[src/rtl/br_update_unit_pkg.sv]
// Shared definitions for the branch-predictor update/recovery unit.
// This file holds the address and history widths, the update FSM state
// encodings and the packing width of an in-flight prediction record.
package br_update_unit_pkg;

    localparam int ADDR_WIDTH = 32;
    localparam int GHR_WIDTH  = 14;

    typedef enum logic {
        UPD_NORMAL  = 1'b0,
        UPD_RECOVER = 1'b1
    } upd_state_e;

    // A record is packed as {pred_torn, pc, target, ghr_snapshot}.
    function automatic int rec_width(input int addr_w, input int ghr_w);
        return 1 + 2 * addr_w + ghr_w;
    endfunction

endpackage

[src/rtl/br_update_unit_if.sv]
// Bus between the predictor/execute side and the update unit.
// The predictor pushes records, execute resolves them, and the unit drives
// the update strobes back into the predictor tables.
interface br_update_unit_if
    import br_update_unit_pkg::*;
#(
    parameter int ADDR_W = ADDR_WIDTH,
    parameter int GHR_W  = GHR_WIDTH,
    parameter int DEPTH  = 8
);
    localparam int OCC_W = $clog2(DEPTH) + 1;

    // Prediction push channel
    logic              pred_valid;
    logic              pred_ready;
    logic [ADDR_W-1:0] pred_pc;
    logic              pred_torn;
    logic [ADDR_W-1:0] pred_tar;
    logic [GHR_W-1:0]  pred_ghr;

    // In-order resolution from execute
    logic              res_valid;
    logic              res_cond;
    logic              res_torn;
    logic [ADDR_W-1:0] res_tar;

    // Update / recovery outputs
    logic              gshare_wr_en;
    logic              gshare_wr_data;
    logic              PAs_up_en;
    logic              PAs_torn;
    logic              btb_up_en;
    logic [ADDR_W-1:0] up_pc;
    logic [ADDR_W-1:0] up_addr;
    logic              gshare_reen;
    logic [GHR_W-1:0]  re_GHR;
    logic              flush;
    logic [OCC_W-1:0]  occupancy;
    logic              res_err;

    modport master (
        output pred_valid, pred_pc, pred_torn, pred_tar, pred_ghr,
        output res_valid, res_cond, res_torn, res_tar,
        input  pred_ready,
        input  gshare_wr_en, gshare_wr_data, PAs_up_en, PAs_torn, btb_up_en,
        input  up_pc, up_addr, gshare_reen, re_GHR, flush, occupancy, res_err
    );

    modport slave (
        input  pred_valid, pred_pc, pred_torn, pred_tar, pred_ghr,
        input  res_valid, res_cond, res_torn, res_tar,
        output pred_ready,
        output gshare_wr_en, gshare_wr_data, PAs_up_en, PAs_torn, btb_up_en,
        output up_pc, up_addr, gshare_reen, re_GHR, flush, occupancy, res_err
    );

endinterface

[src/rtl/br_update_unit_upd_fifo.sv]
// Synchronous FIFO of packed in-flight prediction records.
// clr empties it in one cycle and wins over push/pop. The caller guarantees
// push only when not full (or together with a pop) and pop only when not empty.
module br_update_unit_upd_fifo #(
    parameter int WIDTH = 8,
    parameter int DEPTH = 8,
    localparam int PTR_W = $clog2(DEPTH),
    localparam int OCC_W = PTR_W + 1
) (
    input  logic             clk,
    input  logic             reset,
    input  logic             clr,
    input  logic             push,
    input  logic             pop,
    input  logic [WIDTH-1:0] din,
    output logic [WIDTH-1:0] dout,
    output logic             full,
    output logic             empty,
    output logic [OCC_W-1:0] occupancy
);

    logic [WIDTH-1:0] mem_q [DEPTH];
    logic [PTR_W-1:0] wr_ptr_q, rd_ptr_q;
    logic [OCC_W-1:0] count_q;

    // Record storage write.
    // NOTE: the storage array is deliberately not reset; the pointers and count
    // define which slots are valid, so resetting the data would only cost logic.
    always_ff @(posedge clk) begin
        if (push && !clr) begin
            mem_q[wr_ptr_q] <= din;
        end
    end

    // Pointer and occupancy bookkeeping; pointers wrap modulo DEPTH.
    // NOTE: sequential state uses non-blocking assignments so every register
    // samples pre-edge values regardless of statement order.
    always_ff @(posedge clk or negedge reset) begin
        if (!reset) begin
            wr_ptr_q <= '0;
            rd_ptr_q <= '0;
            count_q  <= '0;
        end else if (clr) begin
            wr_ptr_q <= '0;
            rd_ptr_q <= '0;
            count_q  <= '0;
        end else begin
            if (push) wr_ptr_q <= wr_ptr_q + PTR_W'(1);
            if (pop)  rd_ptr_q <= rd_ptr_q + PTR_W'(1);
            unique case ({push, pop})
                2'b10:   count_q <= count_q + OCC_W'(1);
                2'b01:   count_q <= count_q - OCC_W'(1);
                default: count_q <= count_q;
            endcase
        end
    end

    assign dout      = mem_q[rd_ptr_q];
    assign full      = (count_q == OCC_W'(DEPTH));
    assign empty     = (count_q == '0);
    assign occupancy = count_q;

endmodule

[src/rtl/br_update_unit.sv]
// Branch-predictor update/recovery unit.
// Matches in-order resolutions against the oldest in-flight prediction,
// emits registered PHT/PAs/BTB update pulses, and on a mispredict repairs the
// GHR, flushes all in-flight records and blocks new predictions for a while.
module br_update_unit
    import br_update_unit_pkg::*;
#(
    parameter int DEPTH       = 8,
    parameter int ADDR_W      = ADDR_WIDTH,
    parameter int GHR_W       = GHR_WIDTH,
    parameter int RECOVER_CYC = 2
) (
    input  logic             clk,
    input  logic             reset,
    br_update_unit_if.slave  bus
);

    localparam int REC_W = rec_width(ADDR_W, GHR_W);
    localparam int CNT_W = $clog2(RECOVER_CYC + 1);

    upd_state_e       state_q, state_d;
    logic [CNT_W-1:0] cnt_q, cnt_d;

    logic             full, empty;
    logic [REC_W-1:0] push_rec, head_rec;
    logic             e_torn;
    logic [ADDR_W-1:0] e_pc, e_tar;
    logic [GHR_W-1:0]  e_ghr;
    logic             pop_en, push_en, mis;

    logic              wr_en_q, wr_en_d;
    logic              wr_data_q, wr_data_d;
    logic              btb_q, btb_d;
    logic              flush_q, flush_d;
    logic [ADDR_W-1:0] up_pc_q, up_pc_d;
    logic [ADDR_W-1:0] up_addr_q, up_addr_d;
    logic [GHR_W-1:0]  re_ghr_q, re_ghr_d;
    logic              res_err_q, res_err_d;

    assign push_rec = {bus.pred_torn, bus.pred_pc, bus.pred_tar, bus.pred_ghr};
    assign {e_torn, e_pc, e_tar, e_ghr} = head_rec;

    // In RECOVER the FIFO is empty, so a resolve can never pop there.
    assign pop_en  = bus.res_valid && !empty;
    assign mis     = pop_en && ((e_torn != bus.res_torn) ||
                                (bus.res_torn && (e_tar != bus.res_tar)));
    // A push into a full FIFO is taken when the oldest entry leaves the same
    // cycle; a push racing a mispredict is wrong-path and dropped.
    assign push_en = bus.pred_valid && (state_q == UPD_NORMAL) &&
                     (!full || pop_en) && !mis;
    assign bus.pred_ready = (state_q == UPD_NORMAL) && !full;

    br_update_unit_upd_fifo #(
        .WIDTH (REC_W),
        .DEPTH (DEPTH)
    ) u_upd_fifo (
        .clk       (clk),
        .reset     (reset),
        .clr       (mis),
        .push      (push_en),
        .pop       (pop_en),
        .din       (push_rec),
        .dout      (head_rec),
        .full      (full),
        .empty     (empty),
        .occupancy (bus.occupancy)
    );

    // Recovery FSM next state: hold off predictions for RECOVER_CYC cycles.
    // NOTE: every combinational output gets a default first so no path
    // leaves a signal unassigned and infers a latch.
    always_comb begin
        state_d = state_q;
        cnt_d   = cnt_q;
        unique case (state_q)
            UPD_NORMAL: begin
                if (mis) begin
                    state_d = UPD_RECOVER;
                    cnt_d   = CNT_W'(RECOVER_CYC);
                end
            end
            UPD_RECOVER: begin
                cnt_d = cnt_q - CNT_W'(1);
                if (cnt_q == CNT_W'(1)) state_d = UPD_NORMAL;
            end
            default: state_d = UPD_NORMAL;
        endcase
    end

    // Next values of the registered update outputs for the resolving pop.
    always_comb begin
        wr_en_d   = pop_en && bus.res_cond;
        wr_data_d = pop_en && bus.res_cond && bus.res_torn;
        btb_d     = pop_en && bus.res_torn && (!e_torn || (e_tar != bus.res_tar));
        flush_d   = mis;
        up_pc_d   = up_pc_q;
        up_addr_d = up_addr_q;
        re_ghr_d  = re_ghr_q;
        res_err_d = res_err_q || (bus.res_valid && empty);
        if (pop_en) begin
            up_pc_d   = e_pc;
            up_addr_d = (mis && !bus.res_torn) ? e_pc + ADDR_W'(4) : bus.res_tar;
        end
        if (mis) begin
            re_ghr_d = bus.res_cond ? {e_ghr[GHR_W-2:0], bus.res_torn} : e_ghr;
        end
    end

    // State and output registers; reset kills any pulse in flight.
    always_ff @(posedge clk or negedge reset) begin
        if (!reset) begin
            state_q   <= UPD_NORMAL;
            cnt_q     <= '0;
            wr_en_q   <= 1'b0;
            wr_data_q <= 1'b0;
            btb_q     <= 1'b0;
            flush_q   <= 1'b0;
            up_pc_q   <= '0;
            up_addr_q <= '0;
            re_ghr_q  <= '0;
            res_err_q <= 1'b0;
        end else begin
            state_q   <= state_d;
            cnt_q     <= cnt_d;
            wr_en_q   <= wr_en_d;
            wr_data_q <= wr_data_d;
            btb_q     <= btb_d;
            flush_q   <= flush_d;
            up_pc_q   <= up_pc_d;
            up_addr_q <= up_addr_d;
            re_ghr_q  <= re_ghr_d;
            res_err_q <= res_err_d;
        end
    end

    assign bus.gshare_wr_en   = wr_en_q;
    assign bus.PAs_up_en      = wr_en_q;
    assign bus.gshare_wr_data = wr_data_q;
    assign bus.PAs_torn       = wr_data_q;
    assign bus.btb_up_en      = btb_q;
    assign bus.gshare_reen    = flush_q;
    assign bus.flush          = flush_q;
    assign bus.up_pc          = up_pc_q;
    assign bus.up_addr        = up_addr_q;
    assign bus.re_GHR         = re_ghr_q;
    assign bus.res_err        = res_err_q;

endmodule

[src/flat_wrapper.sv]
// flat-port wrapper written by rule: the top's interface ports become plain ports
module br_update_unit_flat import br_update_unit_pkg::*;
#(
    parameter int DEPTH       = 8,
    parameter int ADDR_W      = ADDR_WIDTH,
    parameter int GHR_W       = GHR_WIDTH,
    parameter int RECOVER_CYC = 2
)
  (clk, reset, bus_pred_valid, bus_pred_pc, bus_pred_torn, bus_pred_tar, bus_pred_ghr, bus_res_valid, bus_res_cond, bus_res_torn, bus_res_tar, bus_pred_ready, bus_gshare_wr_en, bus_gshare_wr_data, bus_PAs_up_en, bus_PAs_torn, bus_btb_up_en, bus_up_pc, bus_up_addr, bus_gshare_reen, bus_re_GHR, bus_flush, bus_occupancy, bus_res_err);
  br_update_unit_if #(.ADDR_W(ADDR_W), .GHR_W(GHR_W), .DEPTH(DEPTH)) bus_i ();
  input  logic clk;
  input  logic reset;
  input wire logic [$bits(bus_i.pred_valid)-1:0] bus_pred_valid;
  input wire logic [$bits(bus_i.pred_pc)-1:0] bus_pred_pc;
  input wire logic [$bits(bus_i.pred_torn)-1:0] bus_pred_torn;
  input wire logic [$bits(bus_i.pred_tar)-1:0] bus_pred_tar;
  input wire logic [$bits(bus_i.pred_ghr)-1:0] bus_pred_ghr;
  input wire logic [$bits(bus_i.res_valid)-1:0] bus_res_valid;
  input wire logic [$bits(bus_i.res_cond)-1:0] bus_res_cond;
  input wire logic [$bits(bus_i.res_torn)-1:0] bus_res_torn;
  input wire logic [$bits(bus_i.res_tar)-1:0] bus_res_tar;
  output wire logic [$bits(bus_i.pred_ready)-1:0] bus_pred_ready;
  output wire logic [$bits(bus_i.gshare_wr_en)-1:0] bus_gshare_wr_en;
  output wire logic [$bits(bus_i.gshare_wr_data)-1:0] bus_gshare_wr_data;
  output wire logic [$bits(bus_i.PAs_up_en)-1:0] bus_PAs_up_en;
  output wire logic [$bits(bus_i.PAs_torn)-1:0] bus_PAs_torn;
  output wire logic [$bits(bus_i.btb_up_en)-1:0] bus_btb_up_en;
  output wire logic [$bits(bus_i.up_pc)-1:0] bus_up_pc;
  output wire logic [$bits(bus_i.up_addr)-1:0] bus_up_addr;
  output wire logic [$bits(bus_i.gshare_reen)-1:0] bus_gshare_reen;
  output wire logic [$bits(bus_i.re_GHR)-1:0] bus_re_GHR;
  output wire logic [$bits(bus_i.flush)-1:0] bus_flush;
  output wire logic [$bits(bus_i.occupancy)-1:0] bus_occupancy;
  output wire logic [$bits(bus_i.res_err)-1:0] bus_res_err;
  assign bus_i.pred_valid = bus_pred_valid;
  assign bus_i.pred_pc = bus_pred_pc;
  assign bus_i.pred_torn = bus_pred_torn;
  assign bus_i.pred_tar = bus_pred_tar;
  assign bus_i.pred_ghr = bus_pred_ghr;
  assign bus_i.res_valid = bus_res_valid;
  assign bus_i.res_cond = bus_res_cond;
  assign bus_i.res_torn = bus_res_torn;
  assign bus_i.res_tar = bus_res_tar;
  assign bus_pred_ready = bus_i.pred_ready;
  assign bus_gshare_wr_en = bus_i.gshare_wr_en;
  assign bus_gshare_wr_data = bus_i.gshare_wr_data;
  assign bus_PAs_up_en = bus_i.PAs_up_en;
  assign bus_PAs_torn = bus_i.PAs_torn;
  assign bus_btb_up_en = bus_i.btb_up_en;
  assign bus_up_pc = bus_i.up_pc;
  assign bus_up_addr = bus_i.up_addr;
  assign bus_gshare_reen = bus_i.gshare_reen;
  assign bus_re_GHR = bus_i.re_GHR;
  assign bus_flush = bus_i.flush;
  assign bus_occupancy = bus_i.occupancy;
  assign bus_res_err = bus_i.res_err;
  br_update_unit #(.DEPTH(DEPTH), .ADDR_W(ADDR_W), .GHR_W(GHR_W), .RECOVER_CYC(RECOVER_CYC)) u_core (.clk(clk), .reset(reset), .bus(bus_i));
endmodule
[config.mk]
export PLATFORM = sky130hd
export DESIGN_NAME = br_update_unit_flat
export DESIGN_NICKNAME = d
export VERILOG_FILES = /design/src/rtl/br_update_unit_pkg.sv /design/src/rtl/br_update_unit_if.sv /design/src/rtl/br_update_unit_upd_fifo.sv /design/src/rtl/br_update_unit.sv /design/src/flat_wrapper.sv
export SDC_FILE = /design/constraint.sdc
export NUM_CORES = 1
export LEC_CHECK = 0
export ABC_AREA = 1
export CORE_ASPECT_RATIO = 0.75
export CORE_MARGIN = 1
export CORE_UTILIZATION = 35
export CTS_CLUSTER_SIZE = 30
export DETAILED_ROUTE_END_ITERATION = 16
export PLACE_DENSITY = 0.63
export SETUP_SLACK_MARGIN = 0.15
export SLEW_MARGIN = 20
export SYNTH_ARGS = -nofsm -noshare
export SYNTH_HDL_FRONTEND = slang
export SYNTH_SLANG_ARGS = --single-unit
[constraint.sdc]
create_clock -name clk -period 9.1 [get_ports clk]
set_input_delay 1.82 -clock clk [delete_from_list [all_inputs] [get_ports clk]]
set_output_delay 1.82 -clock clk [all_outputs]
set_load 0.005 [all_outputs]
==> Yosys cells after proc, flatten, opt, wreduce, memory -nomap -nowiden <==
Memories as Yosys holds them, arrays and structs flattened.
Cells that the tools add are included.
{ "word_totals": {"reg_bits": 96, "ram_bits": 632, "output_inout_bits": 91, "wordCells": 70, "memories": 1} }
{ "mem_list": {"columns": ["memory", "depth", "word_bits", "rd", "rd_ports_with_merged_regs", "write_ports", "line_no", "text"], "rows": [
  ["u_core.u_upd_fifo.mem_q", 8, 79, 1, 0, 1, "br_update_unit_upd_fifo.sv:22", "logic [WIDTH-1:0] mem_q [DEPTH];"]
]} }
{ "op_classes": {"addsub": 6, "eq_ne": 7, "mux": 15, "bitwise": 1, "reduce_logical": 27} }
{ "op_table": {"columns": ["op", "count"], "rows": [
  ["$add A32 B3 Y32 const B", 1],
  ["$mux W32", 1],
  ["$ne A32 B32 Y1", 1],
  ["$logic_and A1 B1 Y1", 14],
  ["$mux W14", 1],
  ["$mux W3", 4],
  ["$pmux W4 S2", 1],
  ["$add A3 B1 Y3 const B", 2],
  ["$logic_not A1 Y1", 5],
  ["$add A4 B1 Y4 const B", 1],
  ["$eq A2 B1 Y1 const B", 2],
  ["$eq A4 B4 Y1 const B", 1],
  ["$logic_not A4 Y1", 1],
  ["$logic_or A1 B1 Y1", 4],
  ["$mux W1", 4],
  ["$mux W4", 1],
  ["$pmux W2 S2", 1],
  ["$reduce_bool A2 Y1", 2],
  ["$sub A4 B1 Y4 const B", 1],
  ["$reduce_bool A3 Y1", 1],
  ["$eq A2 B2 Y1 const B", 1],
  ["$mux W2", 1],
  ["$ne A2 B1 Y1 const B", 1],
  ["$pmux W1 S2", 1],
  ["3 further kinds", 3]
]} }

==> Depth between registers and ports, before layout <==
An unclocked memory read counts as a cell.
{ "logic_depth": {"word_depth": 10, "mapped_depth": 28, "ltp_nobuf": 25} }

==> Modules after synthesis <==
From an unflattened synthesis, not the netlist that was laid out.
{ "hier_totals": {"cells_unflattened": 2704, "area_unflattened_um2": 30165.2} }
{ "by_module_without_submodules": {"columns": ["mod", "n_inst", "cells_each", "area_each_um2", "seq_area_each_um2"], "rows": [
  ["br_update_unit_upd_fifo", 1, 2033, 25280.5, 19228.4],
  ["br_update_unit", 1, 671, 4884.7, 2152.1]
]} }

==> Worst setup path after synthesis <==
No wires, ideal clock.
{ "synth_path": {"kind": "input -> register", "from": "in bus_res_tar[15]", "to": "mem u_core.u_upd_fifo.mem_q[0][0] (netlist name), enable pin", "arrival_ps": 5914, "required_ps": 8583, "path_slack_ps": 2669, "stages": 12, "cell_sequence": "inv_1 nand3_1 nand2_1 inv_1 nand2_1 nor2_1 nand2_1 nor2_1 nand3_1 nand2_2 nand3_2 nor2_1"} }
{ "synth_between": {"elab_chain_cells": 9} }
{ "synth_lines": {"columns": ["element", "line_no", "text"], "rows": [
  ["start, declared", "flat_wrapper.sv:21", "input wire logic [$bits(bus_i.res_tar)-1:0] bus_res_tar;"],
  ["$ne A32 B32 Y1 (*)", "br_update_unit.sv:46", "(bus.res_torn && (e_tar != bus.res_tar)));"],
  ["$logic_and A1 B1 Y1 (*)", "br_update_unit.sv:46", null],
  ["$logic_or A1 B1 Y1 (*)", "br_update_unit.sv:45", "assign mis = pop_en && ((e_torn != bus.res_torn) ||"],
  ["$logic_and A1 B1 Y1 (*)", "br_update_unit.sv:45", null],
  ["$logic_not A1 Y1 (*)", "br_update_unit_upd_fifo.sv:30, br_update_unit.sv:50", null],
  ["$logic_and A1 B1 Y1", "br_update_unit.sv:50", "(!full || pop_en) && !mis;"],
  ["$logic_and A1 B1 Y1 (*)", "br_update_unit_upd_fifo.sv:30", "if (push && !clr) begin"],
  ["$mux W1 (*)", "br_update_unit_upd_fifo.sv:30", null],
  ["$mux W1 (not written as such) (*)", "br_update_unit_upd_fifo.sv:31", "mem_q[wr_ptr_q] <= din;"],
  ["end, declared", "br_update_unit_upd_fifo.sv:22", null]
]} }
Every way passes the cells marked *; elsewhere a longest branch is shown, timed or not.

==> Worst setup path in the final report <==
{ "layout_path": {"from": "reg u_core.u_upd_fifo.rd_ptr_q[0]", "to": "mem u_core.u_upd_fifo.mem_q[4][52] (netlist name), enable pin"} }
{ "layout_between": {"elab_chain_cells": 10} }
{ "layout_lines": {"columns": ["element", "line_no", "text"], "rows": [
  ["start, declared", "br_update_unit_upd_fifo.sv:23", "logic [PTR_W-1:0] wr_ptr_q, rd_ptr_q;"],
  ["start signal, assigned", "br_update_unit_upd_fifo.sv:49", "if (pop) rd_ptr_q <= rd_ptr_q + PTR_W'(1);"],
  ["$mem_v2 Z8 W79 (*)", null, null],
  ["$ne A32 B32 Y1", "br_update_unit.sv:46", null],
  ["$logic_and A1 B1 Y1", "br_update_unit.sv:46", null],
  ["$logic_or A1 B1 Y1 (*)", "br_update_unit.sv:45", null],
  ["$logic_and A1 B1 Y1 (*)", "br_update_unit.sv:45", null],
  ["$logic_not A1 Y1 (*)", "br_update_unit_upd_fifo.sv:30, br_update_unit.sv:50", null],
  ["$logic_and A1 B1 Y1", "br_update_unit.sv:50", null],
  ["$logic_and A1 B1 Y1 (*)", "br_update_unit_upd_fifo.sv:30", null],
  ["$mux W1 (*)", "br_update_unit_upd_fifo.sv:30", null],
  ["$mux W1 (not written as such) (*)", "br_update_unit_upd_fifo.sv:31", null]
]} }
Marked as above.

==> impl_metrics.yaml <==
timing:
  finalSetupTns_ns: 0
  maxSlewHeadroom_pct: 30.6
  min_period_ns: 6.41
  hold_violations: 0
  clock_skew_ns: 0.0231
  tightest_slew_ns: 1.04
  fin_crit_sh_pct: 70.4
  rsz0062_at_grt: "false"
  drv_slew: 0
  hold_slack_ns: 0.480
  max_freq_mhz: 156
  setup_viol: 0
critical_path:
  r2r-end: "u_core.u_upd_fifo.mem_q[4][52]"
  cp_max_fo: 136
  reg2regPathDepth: 17
  critical_path_class: "register to register"
  crit_required_ns: 9.34
  reg2reg_slack_ns: 2.69
  r2r-start: "u_core.u_upd_fifo.rd_ptr_q[0]"
  cp.arrival_ns: 6.65
  startpoint_type: "register"
  end_kind: "register"
logic_synthesis:
  syn_area_sq_mm: 0.0309
  ys_ff_latch: 728
  ys_seq_area_share_pct: 69.2
  synth_edf_count: 632
  synth-main-ff-cell: "edfxtp_1"
  ys_types: 46
  syn_area_per_cell_sq_um: 11.0
  async_flop_share_pct: 13.2
  netlist_instances: 2815
  synth-warning-count: 0
  syn-num-nets: 2940
clock_network:
  post_cts_buffers: 0
  cts-resized-gates: 0
  clk_pin_slew_ns: 0.06
  cts_tree: "built"
  cts_buffer_depth: 3
  clock_sinks: 728
  htree_num_levels: 3
  insertion_delay_ns: 0.62
  cts-root-buf: "clkbuf_16"
  cts_buffers: 75
  ctsHoldBuffers: 0
drt:
  top_layer: "met5"
  wl_met2_microns: 38800
  drcViolationCount: 0
  postRouteWirelength_microns: 88700
  vias: 21148
  wl_per_cell_microns: 21.3
  drtAntennaViolNets: 0
  wl_met3_microns: 8390
  drtIter0Drc: 2267
  drt_first_pass_iters: 5
  viasPerCell: 5.07
  drt-met1-wl_microns: 39400
global_routing:
  grt_pass1_wl_microns: 131000
  grtUsageTotal_pct: 19.6
  antenna_found_initial: 11
  first_global_vias: 19877
  grt_overflow: 0
  grt_start_max_net_pins: 148
outcome:
  status: "finished, final reports clean"
floorplan:
  die_x_microns: 345
  fp.dieH_microns: 259
  row_count: 93
  ios: 208
  dieArea_sq_mm: 0.0895
  core_area_sq_mm: 0.0867
  initial_utilization_pct: 35.6
placed_design:
  hpwlAfterDp_microns: 55400
  port_buffers: 207
  place_congestion: 0.862
power:
  ir_drop_v: 0.000198
  finalPower_mw: 11.5
  leakagePower_nw: 13.3
  p_per_area_mw_per_mm2: 319
cells_and_area:
  fin_nets: 3092
  syn_to_final_growth_pct: 17.2
  register_area_sq_mm: 0.0214
  fillers: 8072
  drive_above_1_share_pct: 6.41
  multi_input_area_sq_mm: 0.00803
hold_path:
  hp-start: "u_core.bus.res_err"
  holdPathStages: 1
  hold_path_class: "register to register"
  hold_end: "u_core.bus.res_err"
run:
  cap_viol_max_count: 0
## critical path, stage by stage, from the launching register on
cell and delay, ns:
dfrtp_4 0.73, inv_8 0.57, buf_4 0.57, nand2_1 0.12, nand2_1 0.08, nand2_1 0.04, nand3_1 0.12, nand2_1 0.07
nand2_1 0.06, nand3_1 0.16, nor2_1 0.26, nand2_1 0.09, nor2_1 0.20, nand3_1 0.20, nand2_2 0.47, nand3_2 0.52
nor2_4 0.85, buf_4 0.61
## synthesized netlist by cell type (15+ instances only)
| cell | n | share of area (%) |
|---|---|---|
| buf_6 | 22 | 0.80 |
| nor2_1 | 470 | 5.7 |
| buf_2 | 47 | 0.76 |
| nand3_1 | 172 | 2.8 |
| nand2_1 | 567 | 6.9 |
| inv_1 | 156 | 1.9 |
| o21ai_0 | 292 | 4.7 |
| clkbuf_1 | 52 | 0.63 |
| edfxtp_1 | 632 | 61 |
| o21ai_1 | 71 | 1.1 |
| dfrtp_1 | 96 | 7.8 |
| o211ai_1 | 15 | 0.36 |
| buf_4 | 29 | 0.70 |
| o22ai_1 | 46 | 0.93 |
## placed cells by master, fill, tap and decap left out, types with 4 or more instances in the layout
master and n:
a21oi_1 12, a22oi_1 6, a31oi_1 13, buf_12 7, buf_4 20, bufinv_16 5, clkbuf_1 24, clkbuf_16 77
clkbuf_8 6, clkdlybuf4s50_1 206, clkinv_1 7, clkinv_2 13, dfrtp_1 93, diode_2 4, edfxtp_1 632, ha_1 7
inv_1 155, inv_2 8, nand2_1 566, nand2_2 5, nand3_1 171, nand3b_1 10, nand4_1 11, nor2_1 462
nor2_2 11, nor2_4 10, nor3_1 4, o211ai_1 15, o21ai_0 292, o21ai_1 71, o21ai_2 12, o22ai_1 46
xor2_1 13
## final cells by class
cell class | instances | share of cell area (%)
sequential | 728 | 59.1
multi-input combinational | 1762 | 22.2
clock buffer | 107 | 5.80
clock inverter | 28 | 0.756
inverter | 167 | 1.76
tap | 1140 | 3.94
timing repair buffer | 233 | 6.49
antenna | 4 | 0.0276
## sequential cells by signal, summed over array words and instances, names as in the netlist
name                         flops
u_core.bus.up_pc                32
u_core.bus.flush                 1
u_core.bus.PAs_up_en             1
u_core.bus.up_addr              32
u_core.bus.PAs_torn              1
u_core.bus.re_GHR               14
u_core.bus.res_err               1
u_core.cnt_q                     2
u_core.u_upd_fifo.mem_q        632
u_core.u_upd_fifo.occupancy      4
u_core.bus.btb_up_en             1
u_core.state_q                   1
u_core.u_upd_fifo.wr_ptr_q       3
u_core.u_upd_fifo.rd_ptr_q       3
## how the worst max path moves through the flow
stage,end,start,cells after the start,slack [ns]
final,u_core.u_upd_fifo.mem_q[4][52],u_core.u_upd_fifo.rd_ptr_q[0],17,2.69
after global routing,u_core.u_upd_fifo.mem_q[4][52],u_core.u_upd_fifo.rd_ptr_q[0],17,2.32
after CTS,u_core.u_upd_fifo.mem_q[4][66],u_core.u_upd_fifo.rd_ptr_q[0],17,2.72
after detailed placement,u_core.u_upd_fifo.mem_q[6][72],u_core.u_upd_fifo.rd_ptr_q[0],17,2.71
after global placement,u_core.u_upd_fifo.mem_q[6][59],u_core.u_upd_fifo.rd_ptr_q[0],17,2.73
after floorplan,u_core.u_upd_fifo.mem_q[0][0],bus_res_tar[15],12,2.67
## routing by layer
metal,track usage [%],vias up
li1,-,9979
met3,5.73,118
met4,4.94,12
met2,29.5,800
met1,27.7,10239
met5,0,-
## power by group
part | internal [mW] | switching (mW) | total [mW]
Clock | 1.75 | 1.26 | 3.01
Combinational | 1.33 | 2.81 | 4.14
Sequential | 4.04 | 0.348 | 4.39
## per-stage QoR
step	util [%]	area, sq um	cells	setup WS (ns)
floorplan	-	30900	2815	2.67
global placement	39.0	33800	4030	2.73
global route	41.8	36200	4166	2.32
finish	41.8	36200	4169	2.69
CTS	41.8	36200	4165	2.72
detailed placement	39.0	33800	4030	2.71
## cells by family (layout without fill, tap and decap cells)
family	Yosys count	after routing	synth area share, %
AND/OR/NAND/NOR	1259	1259	16.5
flip-flops	728	728	69.2
AO/OA/AOI/OAI	480	480	8.50
buffers and inverters	325	535	5.04
XOR/XNOR	14	14	0.397
adder cells (fa/ha/maj)	8	8	0.348
multiplexers	1	1	0.0324
other	0	4	0
Power figures use the tool's default switching activity.
